$ cat src/rtl/muldiv_if.sv
// Handshake/operand bundle between the EX stage and the iterative RV32M mul/div unit.
// The master drives the request side; the slave returns busy, done and result.
interface muldiv_if #(
    parameter int XLEN = 32
);
    logic            start;
    logic [2:0]      funct3;
    logic [XLEN-1:0] op_a;
    logic [XLEN-1:0] op_b;
    logic            flush;
    logic            busy;
    logic            done;
    logic [XLEN-1:0] result;

    modport master (output start, funct3, op_a, op_b, flush,
                    input  busy, done, result);
    modport slave  (input  start, funct3, op_a, op_b, flush,
                    output busy, done, result);
endinterface

$ cat src/rtl/muldiv_unit.sv
// Iterative RV32M multiply/divide unit (shift-add multiply, restoring divide).
// Operands are converted to magnitudes on start, the sign is re-applied in FIXUP.
// Optional feature: define MULDIV_FAST_MUL_EN to route multiplies through a
// single-cycle 64-bit product in FIXUP instead of the 32-iteration path.
//
// state | meaning
// IDLE  | waiting for start
// CALC  | one multiply/divide iteration per cycle, 32 cycles
// FIXUP | apply result sign, select word, register result
// DONE  | done pulse, result valid; a new start is accepted here
module muldiv_unit #(
    parameter int XLEN  = 32,
    parameter int CNT_W = 5
) (
    input  logic     clk,
    input  logic     rst,
    muldiv_if.slave  bus
);
    typedef enum logic [1:0] {IDLE, CALC, FIXUP, DONE} state_t;

    state_t            state_q, state_d;
    logic [CNT_W-1:0]  cnt_q, cnt_d;
    logic [2:0]        f3_q, f3_d;
    logic [XLEN-1:0]   a_q, a_d;
    logic [XLEN-1:0]   b_q, b_d;
    logic [2*XLEN-1:0] prod_q, prod_d;
    logic              neg_q, neg_d;
    logic              special_q, special_d;
    logic [XLEN-1:0]   result_q, result_d;
    logic              busy_q, busy_d;
    logic              done_q, done_d;

    logic              a_signed, b_signed, is_div;
    logic [XLEN-1:0]   abs_a, abs_b;
    logic [XLEN:0]     mul_sum;
    logic [XLEN:0]     div_shift;
    logic              div_ge;
    logic [XLEN-1:0]   div_diff;
    logic [2*XLEN-1:0] prod_src, prod_sgn;
    logic [XLEN-1:0]   quo_sgn, rem_sgn;
`ifdef MULDIV_FAST_MUL_EN
    logic [2*XLEN-1:0] fast_prod;
`endif

    // Operand signedness and magnitudes for the request presented this cycle
    always_comb begin
        is_div   = bus.funct3[2];
        a_signed = (bus.funct3 == 3'b001) || (bus.funct3 == 3'b010) ||
                   (bus.funct3 == 3'b100) || (bus.funct3 == 3'b110);
        b_signed = (bus.funct3 == 3'b001) || (bus.funct3 == 3'b100) ||
                   (bus.funct3 == 3'b110);
        abs_a    = (a_signed && bus.op_a[XLEN-1]) ? (~bus.op_a + 1'b1) : bus.op_a;
        abs_b    = (b_signed && bus.op_b[XLEN-1]) ? (~bus.op_b + 1'b1) : bus.op_b;
    end

    // Next-state, datapath iteration and result fixup
    always_comb begin
        state_d   = state_q;
        cnt_d     = cnt_q;
        f3_d      = f3_q;
        a_d       = a_q;
        b_d       = b_q;
        prod_d    = prod_q;
        neg_d     = neg_q;
        special_d = special_q;
        result_d  = result_q;

        mul_sum   = {1'b0, prod_q[2*XLEN-1:XLEN]} + (prod_q[0] ? {1'b0, a_q} : '0);
        div_shift = prod_q[2*XLEN-1:XLEN-1];
        div_ge    = div_shift >= {1'b0, b_q};
        div_diff  = div_shift[XLEN-1:0] - b_q;

`ifdef MULDIV_FAST_MUL_EN
        fast_prod = {{XLEN{1'b0}}, a_q} * {{XLEN{1'b0}}, b_q};
        prod_src  = f3_q[2] ? prod_q : fast_prod;
`else
        prod_src  = prod_q;
`endif
        prod_sgn  = neg_q ? (~prod_src + 1'b1) : prod_src;
        quo_sgn   = neg_q ? (~prod_q[XLEN-1:0] + 1'b1) : prod_q[XLEN-1:0];
        rem_sgn   = neg_q ? (~prod_q[2*XLEN-1:XLEN] + 1'b1) : prod_q[2*XLEN-1:XLEN];

        if (bus.flush) begin
            state_d = IDLE;
        end else begin
            case (state_q)
                IDLE, DONE: begin
                    if (bus.start) begin
                        f3_d      = bus.funct3;
                        a_d       = abs_a;
                        b_d       = abs_b;
                        cnt_d     = '0;
                        special_d = 1'b0;
                        case (bus.funct3)
                            3'b001:  neg_d = bus.op_a[XLEN-1] ^ bus.op_b[XLEN-1];
                            3'b010:  neg_d = bus.op_a[XLEN-1];
                            3'b100:  neg_d = bus.op_a[XLEN-1] ^ bus.op_b[XLEN-1];
                            3'b110:  neg_d = bus.op_a[XLEN-1];
                            default: neg_d = 1'b0;
                        endcase
                        if (is_div && bus.op_b == '0) begin
                            // Divide by zero: all-ones quotient, dividend as remainder
                            special_d = 1'b1;
                            prod_d    = {{XLEN{1'b0}}, bus.funct3[1] ? bus.op_a : {XLEN{1'b1}}};
                            state_d   = FIXUP;
                        end else if (is_div && !bus.funct3[0] &&
                                     bus.op_a == {1'b1, {(XLEN-1){1'b0}}} &&
                                     bus.op_b == {XLEN{1'b1}}) begin
                            // Signed overflow: quotient is the dividend, remainder zero
                            special_d = 1'b1;
                            prod_d    = {{XLEN{1'b0}}, bus.funct3[1] ? {XLEN{1'b0}} : bus.op_a};
                            state_d   = FIXUP;
                        end else if (is_div) begin
                            prod_d  = {{XLEN{1'b0}}, abs_a};
                            state_d = CALC;
                        end else begin
                            prod_d  = {{XLEN{1'b0}}, abs_b};
`ifdef MULDIV_FAST_MUL_EN
                            state_d = FIXUP;
`else
                            state_d = CALC;
`endif
                        end
                    end else if (state_q == DONE) begin
                        state_d = IDLE;
                    end
                end
                CALC: begin
                    if (f3_q[2]) begin
                        prod_d = div_ge ? {div_diff, prod_q[XLEN-2:0], 1'b1}
                                        : {div_shift[XLEN-1:0], prod_q[XLEN-2:0], 1'b0};
                    end else begin
                        prod_d = {mul_sum, prod_q[XLEN-1:1]};
                    end
                    cnt_d = cnt_q + 1'b1;
                    if (cnt_q == CNT_W'(XLEN-1)) state_d = FIXUP;
                end
                FIXUP: begin
                    if (special_q)
                        result_d = prod_q[XLEN-1:0];
                    else if (f3_q[2])
                        result_d = f3_q[1] ? rem_sgn : quo_sgn;
                    else
                        result_d = (f3_q[1:0] == 2'b00) ? prod_sgn[XLEN-1:0]
                                                        : prod_sgn[2*XLEN-1:XLEN];
                    state_d = DONE;
                end
                default: state_d = IDLE;
            endcase
        end

        busy_d = (state_d == CALC) || (state_d == FIXUP);
        done_d = (state_d == DONE);
    end

    // State and datapath registers, asynchronous reset
    always_ff @(posedge clk or posedge rst) begin
        if (rst) begin
            state_q   <= IDLE;
            cnt_q     <= '0;
            f3_q      <= '0;
            a_q       <= '0;
            b_q       <= '0;
            prod_q    <= '0;
            neg_q     <= 1'b0;
            special_q <= 1'b0;
            result_q  <= '0;
            busy_q    <= 1'b0;
            done_q    <= 1'b0;
        end else begin
            state_q   <= state_d;
            cnt_q     <= cnt_d;
            f3_q      <= f3_d;
            a_q       <= a_d;
            b_q       <= b_d;
            prod_q    <= prod_d;
            neg_q     <= neg_d;
            special_q <= special_d;
            result_q  <= result_d;
            busy_q    <= busy_d;
            done_q    <= done_d;
        end
    end

    assign bus.busy   = busy_q;
    assign bus.done   = done_q;
    assign bus.result = result_q;
endmodule

$ cat src/flat_wrapper.sv
// flat-port wrapper written by rule: the top's interface ports become plain ports
module muldiv_unit_flat 
#(
    parameter int XLEN  = 32,
    parameter int CNT_W = 5
)
  (clk, rst, bus_start, bus_funct3, bus_op_a, bus_op_b, bus_flush, bus_busy, bus_done, bus_result);
  muldiv_if #(.XLEN(XLEN)) bus_i ();
  input  logic clk;
  input  logic rst;
  input wire logic [$bits(bus_i.start)-1:0] bus_start;
  input wire logic [$bits(bus_i.funct3)-1:0] bus_funct3;
  input wire logic [$bits(bus_i.op_a)-1:0] bus_op_a;
  input wire logic [$bits(bus_i.op_b)-1:0] bus_op_b;
  input wire logic [$bits(bus_i.flush)-1:0] bus_flush;
  output wire logic [$bits(bus_i.busy)-1:0] bus_busy;
  output wire logic [$bits(bus_i.done)-1:0] bus_done;
  output wire logic [$bits(bus_i.result)-1:0] bus_result;
  assign bus_i.start = bus_start;
  assign bus_i.funct3 = bus_funct3;
  assign bus_i.op_a = bus_op_a;
  assign bus_i.op_b = bus_op_b;
  assign bus_i.flush = bus_flush;
  assign bus_busy = bus_i.busy;
  assign bus_done = bus_i.done;
  assign bus_result = bus_i.result;
  muldiv_unit #(.XLEN(XLEN), .CNT_W(CNT_W)) u_core (.clk(clk), .rst(rst), .bus(bus_i));
endmodule
$ cat config.mk
export PLATFORM = sky130hd
export DESIGN_NAME = muldiv_unit_flat
export DESIGN_NICKNAME = d
export VERILOG_FILES = /design/src/rtl/muldiv_if.sv /design/src/rtl/muldiv_unit.sv /design/src/flat_wrapper.sv
export SDC_FILE = /design/constraint.sdc
export NUM_CORES = 1
export LEC_CHECK = 0
export ABC_AREA = 1
export CAP_MARGIN = 20
export CORE_ASPECT_RATIO = 1.1
export CORE_MARGIN = 2
export CORE_UTILIZATION = 45
export CTS_CLUSTER_SIZE = 10
export DETAILED_ROUTE_END_ITERATION = 10
export GPL_TIMING_DRIVEN = 0
export MAX_ROUTING_LAYER = met4
export SLEW_MARGIN = 5
export SYNTH_ARGS = -nofsm -noshare
export SYNTH_HDL_FRONTEND = slang
export SYNTH_SLANG_ARGS = --single-unit
export TNS_END_PERCENT = 10
$ cat constraint.sdc
create_clock -name clk -period 9.2 [get_ports clk]
set_input_delay 2.76 -clock clk [delete_from_list [all_inputs] [get_ports clk]]
set_output_delay 2.76 -clock clk [all_outputs]
set_load 0.01 [all_outputs]
==> metrics.txt <==
status=finished clean; met1 WL=39000 um; RSZ-0062 raised after global routing=false; leak pwr=about 12 nW; Cell Area, Placed=21400 um2; diode count=0; Nets=3714; min cycle time layout=5.38 ns; P per Cell Area=375 nW/um2; Clk Latency, worst-skew pair=0.50 ns; Finished Cell Area=22000 um2; Rows=80; Critical Path End Type=flip-flop; flip-flop and latch count after synthesis=between 150 and 200; Worst-Margin Slew=1.26 ns; share of cells above drive strength 1=about 4%; vias in the first global route=22800; final count of hold timing violations=0; Mean Syn Cell Area=5.70 um2; Area Overhead vs Synth=12.3%; initial antenna violation count=0; final cell count without fillers=4153; Synth warnings=0; DP Cell Count=4121; Pins Over Slew Limit=0; initial DRC count=3536; clk slew on worst S/H paths=0.08 ns; gpl congestion=1.13; Max Fclk=0.186 GHz; maximum number of pins on one net before global-route repair=approximately 120; First-pass DRT Iterations=8; vias per inst=around 6; Setup Fix Bufs, Post-CTS=0; dpl hpwl=about 80000 um; clock sink count=approximately 170; crit-path max FO=9; Total GRT Usage=43.9%; commonest non-fill, non-tap cell in the layout=nand2_1; WS Path Type=input port to flip-flop; Initial Util=45.4%; Root Buffer=clkbuf_16; worst min path class=flip-flop to flip-flop; # setup viols final=0; IO Port Bufs=102; Net Count, Synth=3592; global-route wire length before repair=approximately 140000 um; Clock Skew=roughly 0.015 ns; most frequent cells in the layout=nand2_1 (1139), inv_1 (399), nor2_1 (392), nand3_1 (357), a21oi_1 (215); normalized max-slew margin=16.0%; total number of vias=24800; synth top area cells=dfrtp_1 (22%), nand2_1 (22%), nand3_1 (9.1%); Detail Route met2 WL=roughly 40000 um; sequential cell area fraction in the yosys report=between 20% and 30%; Hold Buf Count CTS=0; Post-Route WL=97400 um; Max Cap Viol=0; CTS Buf Count=17; Cells on Worst Hold Path=2; width of the die=~200 um; CP arrival=~5.7 ns; Cells after Synth=around 3400; post_cts resized=0; period utilisation layout=around three fifths; Die Y=223 um; TritonCTS clock tree=built; DRC=0; Mapped Area=19600 um2; CTS Buffer Depth=2; DRT antenna net count=0; met3 wire len=about 12000 um; WP data required=between 9 and 10 ns; GRT overflow=0; CP startpoint kind=input port; H-tree depth=4; Placeable Area=43200 um2; I/O pins=105; Hold Slack=0.481 ns; top-area cell type share of the netlist area=22.2%; Yosys cell types=59; r2r worst-path depth=16; drt wl/cell=23.5 um; DR top layer=met4; VDD IR max=around 0.23 mV; Yosys top cell by area=dfrtp_1; DIE AREA=approximately 45000 um2
==> cell usage after synthesis, drive strengths merged <==
library cell	instances
nand2	1155
nor2	415
inv	410
nand3	359
a21oi	217
o21ai	205
dfrtp	174
clkbuf	77
ha	75
xor2	56
buf	52
nand4	47
nor3	40
a31oi	29
o31ai	22
nand3b	20
o211ai	20
o21bai	11
xnor2	11
clkinv	8
or2	7
a21o	5
nor4	5
o21a	4
a21boi	3
a22oi	3
and2	3
a22o	2
fa	2
o22ai	2
a2111oi	1
a211oi	1
and3	1
mux2i	1
nor3b	1
==> state kept, by name, summed over array words and instances, names as in the netlist <==
| register | flops |
|---|---|
| u_core.b_q | 32 |
| u_core.a_q | 32 |
| u_core.cnt_q | 5 |
| u_core.bus.done | 1 |
| u_core.special_q | 1 |
| u_core.prod_q | 64 |
| u_core.bus.result | 32 |
| u_core.bus.busy | 1 |
| u_core.neg_q | 1 |
| u_core.f3_q | 3 |
| u_core.state_q | 2 |
==> worst max-delay path, stage by stage <==
cell and delay (ns):
clkdlybuf4s50_1 0.51, inv_1 0.08, nor3_2 0.72, clkinv_1 0.73
nor3_1 0.84, a21oi_1 0.08
==> metrics by stage <==
stage | setup WS (ns) | setup TNS [ns] | total power, mW | utilization [%]
floorplan | 1.72 | 0 | 5.04 | -
global placement | -0.580 | -94.33 | 7.10 | 49.4
detailed placement | 3.40 | 0 | 7.16 | 49.5
CTS | 3.91 | 0 | 7.98 | 51.0
global route | 3.75 | 0 | 8.78 | 51.0
finish | 3.82 | 0 | 8.26 | 51.0
==> area by class of cell <==
type / count / area (um2)
multi-input combinational: 2723 / 13100
tap: 574 / 718
timing repair buffer: 103 / 1050
fill: 4656 / 21200
clock buffer: 17 / 425
sequential: 174 / 4350
clock inverter: 15 / 213
inverter: 418 / 1590
buffer: 129 / 596
==> logic make-up (layout without fill, tap and decap cells) <==
kind of cell | count (synthesis) | count (layout) | share of synthesized area [%]
flip-flops | 174 | 174 | 22.2
AO/OA/AOI/OAI | 525 | 525 | 14.6
multiplexers | 1 | 1 | 0.0510
adder cells (fa/ha/maj) | 77 | 77 | 4.99
buffers and inverters | 547 | 682 | 11.1
AND/OR/NAND/NOR | 2053 | 2053 | 44.0
XOR/XNOR | 67 | 67 | 3.03
==> path summary, 6_finish.rpt <==
| path | from | slack [ns] | end |
|---|---|---|---|
| worst max-delay path | bus_start | 3.82 | u_core.neg_q |
| worst min-delay path | u_core.bus.result[23] | 0.48 | u_core.bus.result[23] |
| worst max register to register | u_core.prod_q[31] | 5.55 | u_core.prod_q[58] |
| worst min register to register | u_core.bus.result[23] | 0.48 | u_core.bus.result[23] |
| max in group asynchronous | rst | 5.55 | u_core.bus.result[29] |
| min in group asynchronous | rst | 2.68 | u_core.b_q[26] |
==> power breakdown <==
| group | leakage (nW) | switching [mW] | total, mW | internal [mW] |
|---|---|---|---|---|
| clock network | 0.308 | 0.392 | 0.788 | 0.396 |
| registers | 2.14 | 0.452 | 1.56 | 1.11 |
| logic | 9.06 | 4.18 | 5.91 | 1.72 |
| total | 11.5 | 5.03 | 8.26 | 3.23 |
==> layer usage <==
layer / track usage (%) / up-vias
met5: - / -
met4: 25.9 / 0
met3: 10.5 / 368
met2: 62.3 / 1687
met1: 56.7 / 11400
li1: - / 11400
Power figures use the tool's default switching activity.
